`src/rtl/cycle_fetch_ctrl.sv`:
```
// cycle_fetch_ctrl: 8-phase machine-cycle sequencer (A1..X3) and instruction fetch.
// Drives the ROM address one nibble per phase and latches OPR/OPA in M1/M2.
// Recognises two-word instructions, fetches their second word and keeps the PC.
// Optional feature macro: INSN_CNT_EN adds a 16-bit completed-instruction counter.
module cycle_fetch_ctrl #(
    parameter logic [11:0] PC_RESET = 12'h000
) (
    input  logic        clk,
    input  logic        rst,
    input  logic        clk_en,
    input  logic [3:0]  rom_data_in,
    input  logic        pc_load,
    input  logic [11:0] pc_load_addr,
    output logic [2:0]  cycle,
    output logic        sync,
    output logic [3:0]  rom_addr_nib,
    output logic        rom_rd,
    output logic [3:0]  opr,
    output logic [3:0]  opa,
    output logic        word2_phase,
    output logic [7:0]  second_word,
    output logic [11:0] pc
`ifdef INSN_CNT_EN
    ,
    output logic [15:0] insn_count
`endif
);

    typedef enum logic [2:0] {
        PH_A1 = 3'd0,
        PH_A2 = 3'd1,
        PH_A3 = 3'd2,
        PH_M1 = 3'd3,
        PH_M2 = 3'd4,
        PH_X1 = 3'd5,
        PH_X2 = 3'd6,
        PH_X3 = 3'd7
    } phase_t;

    phase_t      phase_reg, phase_next;
    logic [11:0] pc_reg, pc_next;
    logic [3:0]  opr_reg, opr_next;
    logic [3:0]  opa_reg, opa_next;
    logic [7:0]  second_word_reg, second_word_next;
    logic        word2_phase_reg, word2_phase_next;
    logic        two_word;
`ifdef INSN_CNT_EN
    logic [15:0] insn_count_reg, insn_count_next;
`endif

    // Two-word opcode detect from the latched first word (JCN, FIM, JUN, JMS, ISZ).
    always_comb begin
        two_word = 1'b0;
        case (opr_reg)
            4'h1, 4'h4, 4'h5, 4'h7: two_word = 1'b1;
            4'h2:                   two_word = ~opa_reg[0];
            default:                two_word = 1'b0;
        endcase
    end

    // State register; async reset discards any partially fetched instruction.
    always_ff @(posedge clk or posedge rst) begin
        if (rst) begin
            phase_reg       <= PH_A1;
            pc_reg          <= PC_RESET;
            opr_reg         <= 4'h0;
            opa_reg         <= 4'h0;
            second_word_reg <= 8'h00;
            word2_phase_reg <= 1'b0;
`ifdef INSN_CNT_EN
            insn_count_reg  <= 16'h0000;
`endif
        end else begin
            phase_reg       <= phase_next;
            pc_reg          <= pc_next;
            opr_reg         <= opr_next;
            opa_reg         <= opa_next;
            second_word_reg <= second_word_next;
            word2_phase_reg <= word2_phase_next;
`ifdef INSN_CNT_EN
            insn_count_reg  <= insn_count_next;
`endif
        end
    end

    // Next-state: phase advance, nibble latching in M1/M2, PC and word-2 tracking at X3.
    always_comb begin
        phase_next       = phase_reg;
        pc_next          = pc_reg;
        opr_next         = opr_reg;
        opa_next         = opa_reg;
        second_word_next = second_word_reg;
        word2_phase_next = word2_phase_reg;
`ifdef INSN_CNT_EN
        insn_count_next  = insn_count_reg;
`endif
        if (clk_en) begin
            phase_next = phase_t'(phase_reg + 3'd1);
            case (phase_reg)
                PH_M1: begin
                    // opr stays frozen during a second-word cycle so the decoder
                    // sees one instruction spanning both machine cycles.
                    if (word2_phase_reg) second_word_next[7:4] = rom_data_in;
                    else                 opr_next              = rom_data_in;
                end
                PH_M2: begin
                    if (word2_phase_reg) second_word_next[3:0] = rom_data_in;
                    else                 opa_next              = rom_data_in;
                end
                PH_X3: begin
                    if (pc_load) begin
                        // A branch also cancels any pending second-word fetch.
                        pc_next          = pc_load_addr;
                        word2_phase_next = 1'b0;
                    end else begin
                        pc_next          = pc_reg + 12'd1;
                        word2_phase_next = two_word & ~word2_phase_reg;
                    end
`ifdef INSN_CNT_EN
                    // An instruction completes unless a second word is about to follow.
                    if (word2_phase_reg || !two_word || pc_load)
                        insn_count_next = insn_count_reg + 16'd1;
`endif
                end
                default: ;
            endcase
        end
    end

    // Address nibble to ROM during A1..A3, low to high.
    always_comb begin
        rom_addr_nib = 4'h0;
        case (phase_reg)
            PH_A1:   rom_addr_nib = pc_reg[3:0];
            PH_A2:   rom_addr_nib = pc_reg[7:4];
            PH_A3:   rom_addr_nib = pc_reg[11:8];
            default: rom_addr_nib = 4'h0;
        endcase
    end

    assign cycle       = phase_reg;
    assign sync        = (phase_reg == PH_X3);
    assign rom_rd      = (phase_reg == PH_M1) || (phase_reg == PH_M2);
    assign opr         = opr_reg;
    assign opa         = opa_reg;
    assign word2_phase = word2_phase_reg;
    assign second_word = second_word_reg;
    assign pc          = pc_reg;
`ifdef INSN_CNT_EN
    assign insn_count  = insn_count_reg;
`endif

endmodule

```
`config.mk`:
```
export PLATFORM = sky130hd
export DESIGN_NAME = cycle_fetch_ctrl
export DESIGN_NICKNAME = d
export VERILOG_FILES = /design/src/rtl/cycle_fetch_ctrl.sv
export SDC_FILE = /design/constraint.sdc
export NUM_CORES = 1
export LEC_CHECK = 0
export CORE_AREA = 2 2 63 65
export CTS_BUF_LIST = sky130_fd_sc_hd__clkbuf_8
export DETAILED_ROUTE_END_ITERATION = 8
export DIE_AREA = 0 0 65 67
export PLACE_DENSITY = 0.89
export SLEW_MARGIN = 20
export SYNTH_ARGS = -nofsm -noshare
export SYNTH_HDL_FRONTEND = slang
export SYNTH_SLANG_ARGS = --single-unit
export TNS_END_PERCENT = 30
```
`constraint.sdc`:
```
create_clock -name clk -period 5.34 [get_ports clk]
set_input_delay 1.602 -clock clk [delete_from_list [all_inputs] [get_ports clk]]
set_output_delay 1.602 -clock clk [all_outputs]
set_load 0.02 [all_outputs]
```
==> results of run 1 <==
cells by family (layout without fill, tap and decap cells):
| kind of cell | count (synthesis) | in the layout | synth area share |
|---|---|---|---|
| AOI/OAI and AO/OA | 39 | 39 | 0.157 |
| xor gates and xnor gates | 1 | 1 | 0.00492 |
| adders and majority gates | 7 | 7 | 0.0492 |
| buffers and inverters | 16 | 74 | 0.0379 |
| DFF | 32 | 32 | 0.449 |
| muxes | 18 | 18 | 0.112 |
| and+or+nand+nor | 60 | 60 | 0.190 |
cells in the mapped netlist, types with 3 or more instances:
cell type	instances	area share
a21oi_1	7	0.020
nand3_1	8	0.022
o211ai_1	6	0.025
ha_1	7	0.049
inv_1	7	0.015
mux2_2	16	0.10
nor2b_1	5	0.018
clkbuf_1	4	0.0084
a22oi_1	5	0.021
dfrtp_1	32	0.45
nor2_1	6	0.013
nand2_1	21	0.044
nand4_1	5	0.018
buf_2	3	0.0084
o21ai_0	6	0.017
where the power goes:
group	switching, uW	internal (uW)
Combinational	382	379
Clock	94.6	138
Sequential	140	350
Total	617	867
placed cells by master (no fill, tap or decap), types with 2 or more instances in the layout:
cell | netlist | final
a21oi_1 | 7 | 7
nor3_1 | 2 | 2
nand2_1 | 21 | 21
dfrtp_1 | 32 | 32
ha_1 | 7 | 7
mux2_2 | 16 | 16
and4_1 | 2 | 2
clkdlybuf4s50_1 | 0 | 57
a21o_1 | 2 | 2
nor2_1 | 6 | 6
o21ai_0 | 6 | 6
o31ai_1 | 2 | 2
nand3_1 | 8 | 8
o211ai_1 | 6 | 6
nand4_1 | 5 | 5
nor2b_1 | 5 | 5
or4_1 | 2 | 2
mux2i_1 | 2 | 2
inv_1 | 7 | 7
a22oi_1 | 5 | 5
clkbuf_8 | 0 | 5
o311a_1 | 2 | 2
through the flow:
| step | setup slack (ns) | hold WS (ns) | utilization |
|---|---|---|---|
| global placement | 1.56 | 0.487 | 0.661 |
| finish | 1.62 | 0.512 | 0.692 |
| detailed placement | 1.52 | 0.494 | 0.661 |
| global route | 1.46 | 0.531 | 0.692 |
| CTS | 1.61 | 0.515 | 0.692 |
| floorplan | 2.44 | 0.635 | - |
area by class of cell:
cell class | instances | share of cell area
Inverter | 8 | 0.0120
Timing Repair Buffer | 58 | 0.232
Tap cell | 48 | 0.0241
Multi-Input combinational cell | 125 | 0.366
Clock buffer | 5 | 0.0276
Sequential cell | 32 | 0.321
Clock inverter | 3 | 0.0171
metal layers:
layer  routed length [um]  vias up  track usage  part of all wire
li1                     -      758            -                 -
met1                 1870      762        0.274              0.42
met2                 2270       61        0.358              0.51
met3                  265        9       0.0473             0.059
met4                   78        0        0.122             0.017
met5                    0        -            0                 0
path summary, 6_finish.rpt:
| path | start | end | cells past startpoint |
|---|---|---|---|
| min | second_word[0]$_DFFE_PP0P_ | second_word[0]$_DFFE_PP0P_ | 1 |
| max | cycle[0]$_DFFE_PP0P_ | rom_addr_nib[3] | 6 |
| min reg2reg | second_word[0]$_DFFE_PP0P_ | second_word[0]$_DFFE_PP0P_ | 1 |
| max in group asynchronous | rst | pc[2]$_DFFE_PP0P_ | 3 |
| max reg2reg | cycle[0]$_DFFE_PP0P_ | pc[7]$_DFFE_PP0P_ | 5 |
| min in group asynchronous | rst | pc[8]$_DFFE_PP0P_ | 3 |
==> impl_metrics.env, run 1 <==
export IMPL_num_io_pins=58
export IMPL_clk_latency_ns=0.29
export IMPL_gp_congestion=0.881
export IMPL_syn_cell_area_um2=1780
export IMPL_syn_inst=173
export IMPL_synth_seq_cells=32
export IMPL_async_flop_share=1.00
export IMPL_min_period_ns=3.72
export IMPL_critPathTopFamily="buffers and inverters"
export IMPL_crit_arrival_ns=2.12
export IMPL_fp_dieW_um=65
export IMPL_setup_reg_to_reg_worst_slack_ns=3.14
export IMPL_maxCapViolCount=0
export IMPL_cts_clk_slew_worst_paths_ns=0.07
export IMPL_worstPathMaxFanout=5
export IMPL_fillerInstances=266
export IMPL_setup_tns_final_ns=0
export IMPL_drc=0
export IMPL_power_density_nw_per_um2=595
export IMPL_dieArea_um2=4360
export IMPL_slew_violations=0
export IMPL_yosys_warnings=0
export IMPL_area_growth_pct=40.0
export IMPL_endpoint_kind="output pin"
export IMPL_die_y_um=67
export IMPL_stdcell_count=279
export IMPL_p_leak_uw=0.00106
export IMPL_dp_cells=271
export IMPL_start_util=0.494
export IMPL_placed_area_um2=2380
export IMPL_io_buffers=57
export IMPL_required_ns=3.74
export IMPL_clockBufferDepth=2
export IMPL_cts_resized=0
export IMPL_clock_skew_ns=0.00673
export IMPL_ant_nets=0
export IMPL_drtIter0Drc=156
export IMPL_period_share=0.697
export IMPL_ys_flop_type="dfrtp_1"
export IMPL_drt_wl_total_mm=4.49
export IMPL_grt_use_total=0.221
export IMPL_grt_overflow_total=0
export IMPL_wl_per_cell_um=16.1
export IMPL_synth_distinct_cells=43
export IMPL_tightest_slew_ns=0.856
export IMPL_diodes=0
export IMPL_slowest_delay_ns=0.60
export IMPL_hp_class="flop to flop"
export IMPL_final_layout_size_suffix_gt1_frac=0.134
export IMPL_holdBufCountCts=0
export IMPL_hold_viol=0
export IMPL_synth_area_per_cell_um2=10.3
export IMPL_cts_tree="done"
export IMPL_start_kind="flop"
export IMPL_first_pass_iters=4
export IMPL_synth_edf_count=0
export IMPL_crit_chain="inv_1, ha_1, nor2b_1, a22oi_1, nand2_1, clkdlybuf4s50_1"
export IMPL_h_tree_depth=2
export IMPL_dpl_hpwl_mm=3.25
export IMPL_cts_buffers=5
export IMPL_grt_antenna_before_repair=0
export IMPL_postCtsSetupBuffers=0
export IMPL_grt_max_degree=33
export IMPL_largest_register_ffs=12
export IMPL_finalSetupViolCount=0
export IMPL_crit_path_top_delay_cell="clkdlybuf4s50_1"
export IMPL_regArea_um2=801
export IMPL_grt_pass1_wl_mm=7.10
export IMPL_power_uw=1480
export IMPL_vdd_drop_max_mv=0.304
export IMPL_ys_seq_area_frac=0.449
export IMPL_coreArea_um2=3610
export IMPL_via_per_inst=5.70
export IMPL_rsz0062_at_grt="no"
export IMPL_fmax_ghz=0.269
export IMPL_worst_path_buf_inv=2
export IMPL_vias=1590
export IMPL_critical_path_class="flop to output pin"
export IMPL_grt_pass1_vias=1485
export IMPL_multi_input_area_um2=913
export IMPL_cts_sink_count=32
export IMPL_num_rows=22
export IMPL_syn_nets=200
export IMPL_fin_area_um2=2490
export IMPL_finalNetCount=257
export IMPL_status="completed"
export IMPL_slew_headroom=0.427
export IMPL_clock_root_buffer="clkbuf_8"
Power figures use the tool's default switching activity.
==> inputs of run 2 (changes only) <==
--- a/config.mk
+++ b/config.mk
@@ -5,11 +5,11 @@
 export SDC_FILE = /design/constraint.sdc
 export NUM_CORES = 1
 export LEC_CHECK = 0
-export CORE_AREA = 2 2 63 65
+export CORE_AREA = 2 2 65 67
 export CTS_BUF_LIST = sky130_fd_sc_hd__clkbuf_8
 export DETAILED_ROUTE_END_ITERATION = 8
-export DIE_AREA = 0 0 65 67
-export PLACE_DENSITY = 0.89
+export DIE_AREA = 0 0 67 69
+export PLACE_DENSITY = 0.84
 export SLEW_MARGIN = 20
 export SYNTH_ARGS = -nofsm -noshare
 export SYNTH_HDL_FRONTEND = slang
==> constraint.sdc (replaced) <==
create_clock -name clk -period 3.7 [get_ports clk]
set_input_delay 1.11 -clock clk [delete_from_list [all_inputs] [get_ports clk]]
set_output_delay 1.11 -clock clk [all_outputs]
set_load 0.02 [all_outputs]
==> run 2 against run 1 <==
  * Clock skew is 0.0034 ns higher
  * Design area is essentially flat
  * Sequential power up 43%
  * Final cell count rose by 1.4%
  * Critical endpoint unchanged
  * Largest cell class unchanged
  * Highest routed layer unchanged
==> impl_metrics.env, run 2 (synthesis gave the netlist of run 1 again) <==
export IMPL_status="completed"
export IMPL_largest_register_ffs=12
export IMPL_h_tree_depth=2
export IMPL_die_y_um=69
export IMPL_start_util=0.455
export IMPL_cts_clk_slew_worst_paths_ns=0.07
export IMPL_cts_resized=0
export IMPL_p_clk_frac=0.133
export IMPL_grt_use_total=0.224
export IMPL_p_leak_uw=0.00106
export IMPL_io_buffers=57
export IMPL_finalNetCount=259
export IMPL_clock_root_buffer="clkbuf_8"
export IMPL_finalSetupViolCount=0
export IMPL_grt_antenna_before_repair=0
export IMPL_vdd_drop_max_mv=0.487
export IMPL_period_share=0.903
export IMPL_holdBufCountCts=0
export IMPL_grt_max_degree=33
export IMPL_vias=1624
export IMPL_cts_sink_count=32
export IMPL_wl_per_cell_um=16.5
export IMPL_start_kind="flop"
export IMPL_whs_ns=0.511
export IMPL_sequentialPowerShare=0.336
export IMPL_clock_skew_ns=0.0102
export IMPL_ant_nets=0
export IMPL_drc=0
export IMPL_drt_wl_total_mm=4.67
export IMPL_p_sw_uw=903
export IMPL_fin_area_um2=2490
export IMPL_rsz0062_at_grt="no"
export IMPL_required_ns=2.59
export IMPL_multi_input_area_um2=913
export IMPL_slew_headroom=0.616
export IMPL_hold_viol=0
export IMPL_via_per_inst=5.74
export IMPL_endpoint_kind="output pin"
export IMPL_num_rows=23
export IMPL_gp_congestion=0.837
export IMPL_final_layout_size_suffix_gt1_frac=0.142
export IMPL_dieArea_um2=4620
export IMPL_coreArea_um2=3910
export IMPL_setup_tns_final_ns=0
export IMPL_utilization=0.637
export IMPL_first_pass_iters=4
export IMPL_slew_violations=0
export IMPL_maxCapViolCount=0
export IMPL_p_sw_frac=0.431
export IMPL_tightest_slew_ns=0.574
export IMPL_diodes=0
export IMPL_grt_pass1_wl_mm=7.77
export IMPL_grt_overflow_total=0
export IMPL_worstPathMaxFanout=5
export IMPL_regArea_um2=801
export IMPL_final_cell_mix="clkdlybuf4s50_1, dfrtp_1, nand2_1, mux2_2, nand3_1"
export IMPL_fp_dieW_um=67
export IMPL_min_period_ns=3.34
export IMPL_clk_latency_ns=0.29
export IMPL_drtIter0Drc=124
export IMPL_cts_tree="done"
export IMPL_clockBufferDepth=2
export IMPL_postCtsSetupBuffers=0
export IMPL_dpl_hpwl_mm=3.30
export IMPL_fillerInstances=332
export IMPL_power_density_nw_per_um2=839
export IMPL_placed_area_um2=2400
export IMPL_fmax_ghz=0.299
export IMPL_grt_pass1_vias=1557
export IMPL_area_growth_pct=39.9
export IMPL_hp_class="flop to flop"
export IMPL_cts_buffers=5
export IMPL_critical_path_class="flop to output pin"
export IMPL_crit_arrival_ns=2.23
export IMPL_layout_commonest_cell="clkdlybuf4s50_1"
export IMPL_intPower_uw=1190
export IMPL_power_frac_comb=0.531
export IMPL_num_io_pins=58
==> run 2: changes by cell type in the layout (fill, tap and decap cells not counted), sizes merged <==
cell / previous run / this run
bufinv: 1 / 0
clkinvlp: 1 / 2
buf: 1 / 3
==> run 2: worst paths after layout <==
kind | from | to | slack, ns | cells after the start
worst max-delay path | cycle[0]$_DFFE_PP0P_ | rom_addr_nib[3] | 0.36 | 6
worst min-delay path | second_word[0]$_DFFE_PP0P_ | second_word[0]$_DFFE_PP0P_ | 0.51 | 1
worst max register to register | cycle[0]$_DFFE_PP0P_ | pc[10]$_DFFE_PP0P_ | 1.68 | 5
worst min register to register | second_word[0]$_DFFE_PP0P_ | second_word[0]$_DFFE_PP0P_ | 0.51 | 1
max in group asynchronous | rst | pc[0]$_DFFE_PP0P_ | 2.20 | 3
min in group asynchronous | rst | opa[3]$_DFFE_PP0P_ | 1.20 | 3
==> run 2: layer usage <==
metal,routed length [um],up-vias,GRT usage,part of all wire
li1,-,762,-,-
met1,2000,777,0.300,0.43
met2,2240,73,0.320,0.48
met3,296,12,0.0685,0.063
met4,134,0,0.116,0.029
met5,0,-,0,0
==> run 2: per-stage QoR <==
stage | cells | total power (uW) | setup WS, ns
after CTS | 283 | 2100 | 0.390
after global routing | 283 | 2220 | 0.262
after floorplan | 173 | 1280 | 1.29
after global placement | 275 | 1780 | 0.790
final | 283 | 2090 | 0.360
after detailed placement | 275 | 1810 | 0.748
==> run 2: power by group through the flow <==
stage | combinational, uW | clock, uW | sequential, uW
2_1_floorplan | 431 | 0 | 852
3_3_place_gp | 1090 | 0 | 693
3_5_place_dp | 1110 | 0 | 704
4_1_cts | 1120 | 284 | 699
5_1_grt | 1200 | 299 | 729
6_report | 1110 | 279 | 702
==> run 2: final cells by class <==
type	count	share of cell area
clock buffer	5	0.0276
tap	50	0.0251
multi-input combinational	125	0.366
sequential	32	0.321
clock inverter	3	0.00954
inverter	8	0.0120
timing repair buffer	60	0.238
==> run 2: critical path, cell delays in order, from the launching register on <==
cell,delay [ns]
dfrtp_1,0.44
inv_1,0.10
ha_1,0.22
nor2b_1,0.34
a22oi_1,0.15
nand2_1,0.10
clkdlybuf4s50_1,0.60
==> inputs of run 3 (changes only) <==
--- a/config.mk
+++ b/config.mk
@@ -5,11 +5,12 @@
 export SDC_FILE = /design/constraint.sdc
 export NUM_CORES = 1
 export LEC_CHECK = 0
-export CORE_AREA = 2 2 65 67
+export CAP_MARGIN = 20
+export CORE_AREA = 2 2 68 70
 export CTS_BUF_LIST = sky130_fd_sc_hd__clkbuf_8
 export DETAILED_ROUTE_END_ITERATION = 8
-export DIE_AREA = 0 0 67 69
-export PLACE_DENSITY = 0.84
+export DIE_AREA = 0 0 70 72
+export PLACE_DENSITY = 0.78
 export SLEW_MARGIN = 20
 export SYNTH_ARGS = -nofsm -noshare
 export SYNTH_HDL_FRONTEND = slang
==> run 3 against run 2 <==
  * Via count is 1.4% lower
  * Critical path type unchanged
  * Power is 0.65% lower
  * Sequential power hardly changed
  * Setup slack better by 0.10 ns
  * Critical endpoint unchanged
  * Utilization is 5.2 points lower
  * Largest power group unchanged
  * Routed wire length is 3.2% lower
  * Global-route usage is 4.5 points lower
  * Sequential share of layout area hardly changed
  * Highest routed layer unchanged
  * Final cell count is 0.71% higher
  * Sequential cell count stayed put
  * Clock-buffer cell count stayed put
==> impl_metrics.env, run 3 (synthesis gave the netlist of run 1 again) <==
export IMPL_status="completed"
export IMPL_rsz0062_at_grt="no"
export IMPL_slew_violations=0
export IMPL_grt_pass1_vias=1389
export IMPL_vias=1601
export IMPL_fp_dieW_um=70
export IMPL_coreArea_um2=4260
export IMPL_diodes=0
export IMPL_sequentialPowerShare=0.337
export IMPL_regArea_um2=801
export IMPL_cts_sink_count=32
export IMPL_grt_pass1_wl_mm=6.98
export IMPL_fillerInstances=389
export IMPL_stdcell_count=285
export IMPL_cts_clk_slew_worst_paths_ns=0.07
export IMPL_dpl_hpwl_mm=3.17
export IMPL_vdd_drop_max_mv=0.527
export IMPL_die_y_um=72
export IMPL_holdBufCountCts=0
export IMPL_io_buffers=57
export IMPL_finalSetupViolCount=0
export IMPL_num_io_pins=58
export IMPL_p_clk_frac=0.134
export IMPL_crit_chain="inv_1, ha_1, nor2b_1, a22oi_1, nand2_1, clkdlybuf4s50_1"
export IMPL_slew_headroom=0.608
export IMPL_start_util=0.418
export IMPL_fmax_ghz=0.309
export IMPL_maxCapViolCount=0
export IMPL_clock_skew_ns=0.00251
export IMPL_largest_register_ffs=12
export IMPL_start_kind="flop"
export IMPL_p_sw_uw=889
export IMPL_min_period_ns=3.24
export IMPL_setup_tns_final_ns=0
export IMPL_h_tree_depth=2
export IMPL_tightest_slew_ns=0.586
export IMPL_power_density_nw_per_um2=833
export IMPL_multi_input_area_um2=913
export IMPL_worstPathMaxFanout=5
export IMPL_finalNetCount=259
export IMPL_drtIter0Drc=200
export IMPL_crit_arrival_ns=2.13
export IMPL_gp_congestion=0.774
export IMPL_dp_cells=277
export IMPL_crit_path_top_delay_cell="clkdlybuf4s50_1"
export IMPL_p_sw_frac=0.428
export IMPL_hold_viol=0
export IMPL_via_per_inst=5.62
export IMPL_critical_path_class="flop to output pin"
export IMPL_first_pass_iters=4
export IMPL_cts_resized=0
export IMPL_clk_latency_ns=0.29
export IMPL_drc=0
export IMPL_clockBufferDepth=2
export IMPL_final_cell_mix="clkdlybuf4s50_1, dfrtp_1, nand2_1, mux2_2, nand3_1"
export IMPL_area_growth_pct=40.0
export IMPL_endpoint_kind="output pin"
export IMPL_intPower_uw=1190
export IMPL_grt_overflow_total=0
export IMPL_slowest_delay_ns=0.60
export IMPL_period_share=0.874
export IMPL_hp_class="flop to flop"
export IMPL_wl_per_cell_um=15.9
export IMPL_cts_buffers=5
export IMPL_grt_max_degree=33
export IMPL_clock_root_buffer="clkbuf_8"
export IMPL_p_leak_uw=0.00106
export IMPL_required_ns=2.59
export IMPL_grt_use_total=0.179
export IMPL_layout_commonest_cell="clkdlybuf4s50_1"
export IMPL_drt_wl_total_mm=4.52
export IMPL_num_rows=24
export IMPL_cts_tree="done"
export IMPL_ant_nets=0
export IMPL_dieArea_um2=5040
export IMPL_final_layout_size_suffix_gt1_frac=0.142
export IMPL_postCtsSetupBuffers=0
export IMPL_power_frac_comb=0.530
export IMPL_grt_antenna_before_repair=0
export IMPL_power_uw=2080
run 3: cell counts in the layout (fill, tap and decap cells not counted):
No cell type changed its count.
run 3: worst paths after layout:
| path | from | end | slack [ns] | cells past startpoint |
|---|---|---|---|---|
| setup reg to reg | cycle[0]$_DFFE_PP0P_ | pc[10]$_DFFE_PP0P_ | 1.65 | 5 |
| hold / removal | second_word[1]$_DFFE_PP0P_ | second_word[1]$_DFFE_PP0P_ | 0.51 | 1 |
| hold reg to reg | second_word[1]$_DFFE_PP0P_ | second_word[1]$_DFFE_PP0P_ | 0.51 | 1 |
| min in group asynchronous | rst | pc[7]$_DFFE_PP0P_ | 1.20 | 3 |
| max in group asynchronous | rst | pc[0]$_DFFE_PP0P_ | 2.19 | 3 |
| setup / recovery | cycle[0]$_DFFE_PP0P_ | rom_addr_nib[3] | 0.46 | 6 |
run 3: layout make-up:
type                       count  area share
clock buffer                   5      0.0276
sequential                    32       0.321
timing repair buffer          60       0.238
inverter                       8      0.0120
tap                           52      0.0261
multi-input combinational    125       0.366
clock inverter                 3     0.00953
run 3: critical path, delay by kind of cell, from the launching register on:
family / cells / cell delay [ns]
fa+ha+maj: 1 / 0.20
compound gates: 1 / 0.10
simple gates: 2 / 0.38
buf+inv: 2 / 0.70
flops: 1 / 0.44
run 3: per-layer routing:
layer  global-route usage  wire length, um  up-vias
met2                0.288             2130       57
met5                    0                0        -
met4               0.0684               63        0
li1                     -                -      764
met1                0.232             2040      775
met3               0.0500              286        5
run 3: power by group through the flow:
stage	Combinational (uW)	Sequential [uW]	Clock, uW
after detailed placement	1100	702	0
after CTS	1110	696	286
after global placement	1090	695	0
after floorplan	431	852	0
final	1100	700	278
after global routing	1180	723	301
run 3: per-stage QoR:
| step | hold WS, ns | setup WS [ns] | cell area, um^2 | util |
|---|---|---|---|---|
| after floorplan | 0.635 | 1.29 | 1780 | - |
| after global placement | 0.492 | 0.808 | 2400 | 0.563 |
| after CTS | 0.509 | 0.465 | 2490 | 0.585 |
| after global routing | 0.527 | 0.310 | 2490 | 0.585 |
| final | 0.505 | 0.464 | 2490 | 0.585 |
| after detailed placement | 0.491 | 0.778 | 2400 | 0.563 |
==> edit: new RTL, config.mk and constraints of run 3 <==
The option `INSN_CNT_EN` is turned on by a define.
--- a/src/rtl/cycle_fetch_ctrl.sv
+++ b/src/rtl/cycle_fetch_ctrl.sv
@@ -4,2 +4,4 @@
 // Optional feature macro: INSN_CNT_EN adds a 16-bit completed-instruction counter.
+`define INSN_CNT_EN
+
 module cycle_fetch_ctrl #(
Function (old outputs only; new: insn_count): kept (Yosys induction, for registers that start in step).
==> edit against run 3 <==
  * Wire length up 23%
  * Highest routed layer unchanged
  * Power up 21%
  * Synthesized cell count up 34%
  * Via count up 25%
  * Critical path depth unchanged
  * Sequential power up 36%
  * Setup slack worse by 0.014 ns
  * Cell area up 33%
  * Sequential cell count up 16
  * Clock power up 14%
  * Synthesized area up 38%
==> edit: results (changes against run 3) <==
| Metric | Value |
|---|---|
| Flop-to-flop setup slack | `1.64 ns` |
| WL/cell | `15.5 µm (-2.4%)` |
| Nets | `334 (+29%)` |
| Post-synthesis mux area share | `8.22% (-3.0 points)` |
| Port bufs | `73 (+28%)` |
| Family with the most delay on the worst path | `buffers and inverters` |
| Xor/xnor share of the synthesized area | `6.08% (+5.6 points)` |
| Min-delay src | `insn_count[15]` |
| Largest cells by area after synthesis | `dfrtp_1 49%, mux2_2 7.8%, ha_1 4.1%` |
| Placed cells | `351 (+27%)` |
| Commonest cells post-synth | `48 x dfrtp_1, 22 x nand2_1, 17 x mux2_2` |
| Worst Hold Depth | `1 (unchanged)` |
| First-pass GRT wire length | `9170 µm (+31%)` |
| Syn_nets | `259 (+30%)` |
| Routability cong. | `0.794 (+2.5%)` |
| Vias in the first global route | `1827 (+32%)` |
| Post-Place Setup Slack | `0.660 ns (-0.118 ns)` |
| Peak VDD IR | `480 µV (-9.0%)` |
| Routed via count | `1998 (+25%)` |
| 1st-pass router iterations | `5 (+1)` |
| CTS root buf | `clkbuf_8` |
| Initial antenna violation count | `0 (unchanged)` |
| Diodes inserted | `0 (unchanged)` |
| Worst Hold End | `insn_count[15]` |
| Avg Cell Area, Syn | `10.6 µm² (+3.0%)` |
| Skew final | `0.00919 ns (+0.00669 ns)` |
| Clock Path Buffers | `2 (unchanged)` |
| Most used DFF post-synth | `dfrtp_1` |
| Outcome | `complete, no violations` |
| Worst-path fanout max | `5 (unchanged)` |
| Reg2reg end | `insn_count[8]` |
| Largest net degree at the start of global routing | `49 (+48%)` |
| Worst path max stage delay | `0.60 ns (about the same)` |
| CP endpoint | `rom_addr_nib[1]` |
| Worst-Skew Late Latency | `about 0.30 ns` |
| Clock transition at path regs | `0.09 ns (+0.02 ns)` |
| All-layer global routing usage | `23.0% (+5.1 points)` |
| Fill count | `303 (-22%)` |
| Min Tclk post-route | `3.25 ns (+0.0144 ns)` |
| Netlist cell types | `40 (-7.0%)` |
| Share of cells above drive strength 1 | `10.5% (-3.7 points)` |
| Sequential share of the synthesized area | `49.0% (+4.1 points)` |
| Post-place instance area | `0.00322 mm² (+34%)` |
| Number of flip-flops under the largest register name | `16 (+4)` |
| Lkg Pwr | `1.42 nW (+34%)` |
| DR iter-0 viols | `163 (-19%)` |
| Detail Placement HPWL | `4070 µm (+29%)` |
| Hold_ws | `0.471 ns (-0.0347 ns)` |
| Adder-cell share of the synthesized area | `4.09% (-0.83 points)` |
| Worst rel slew slack | `46.0% (-15 points)` |
| Vias per inst | `5.58 (-0.65%)` |
| Compound-Gate Fraction of Synth Area | `12.0% (-3.7 points)` |
edit: changes by cell type after synthesis, sizes merged, moves of 5 or more:
cell	before	now
xor2	1	6
o211ai	6	0
xnor2	0	11
dfrtp	32	48
o21ai	6	14
edit: final cells by class:
class	count	area [µm²]	area share [%]
clock inverter	1	8.76	0.264
timing repair buffer	75	746	22.5
clock buffer	6	82.6	2.49
multi-input combinational	166	1170	35.4
inverter	10	38.8	1.17
tap	52	65.1	1.96
sequential	48	1200	36.2
edit: where the power goes:
part | internal, W | leakage, nW | total [W] | switching (W)
Combinational | 0.000629 | 0.768 | 0.00126 | 0.000626
Sequential | 0.000718 | 0.605 | 0.000950 | 0.000232
Clock | 0.000149 | 0.0473 | 0.000318 | 0.000168
Total | 0.00150 | 1.42 | 0.00252 | 0.00103
edit: metal layers:
metal	global-route usage, %	vias up	wire length [µm]
li1	-	980	-
met1	32.8	948	2520
met2	36.7	65	2700
met3	3.47	5	262
met4	7.91	0	65
met5	0	-	0
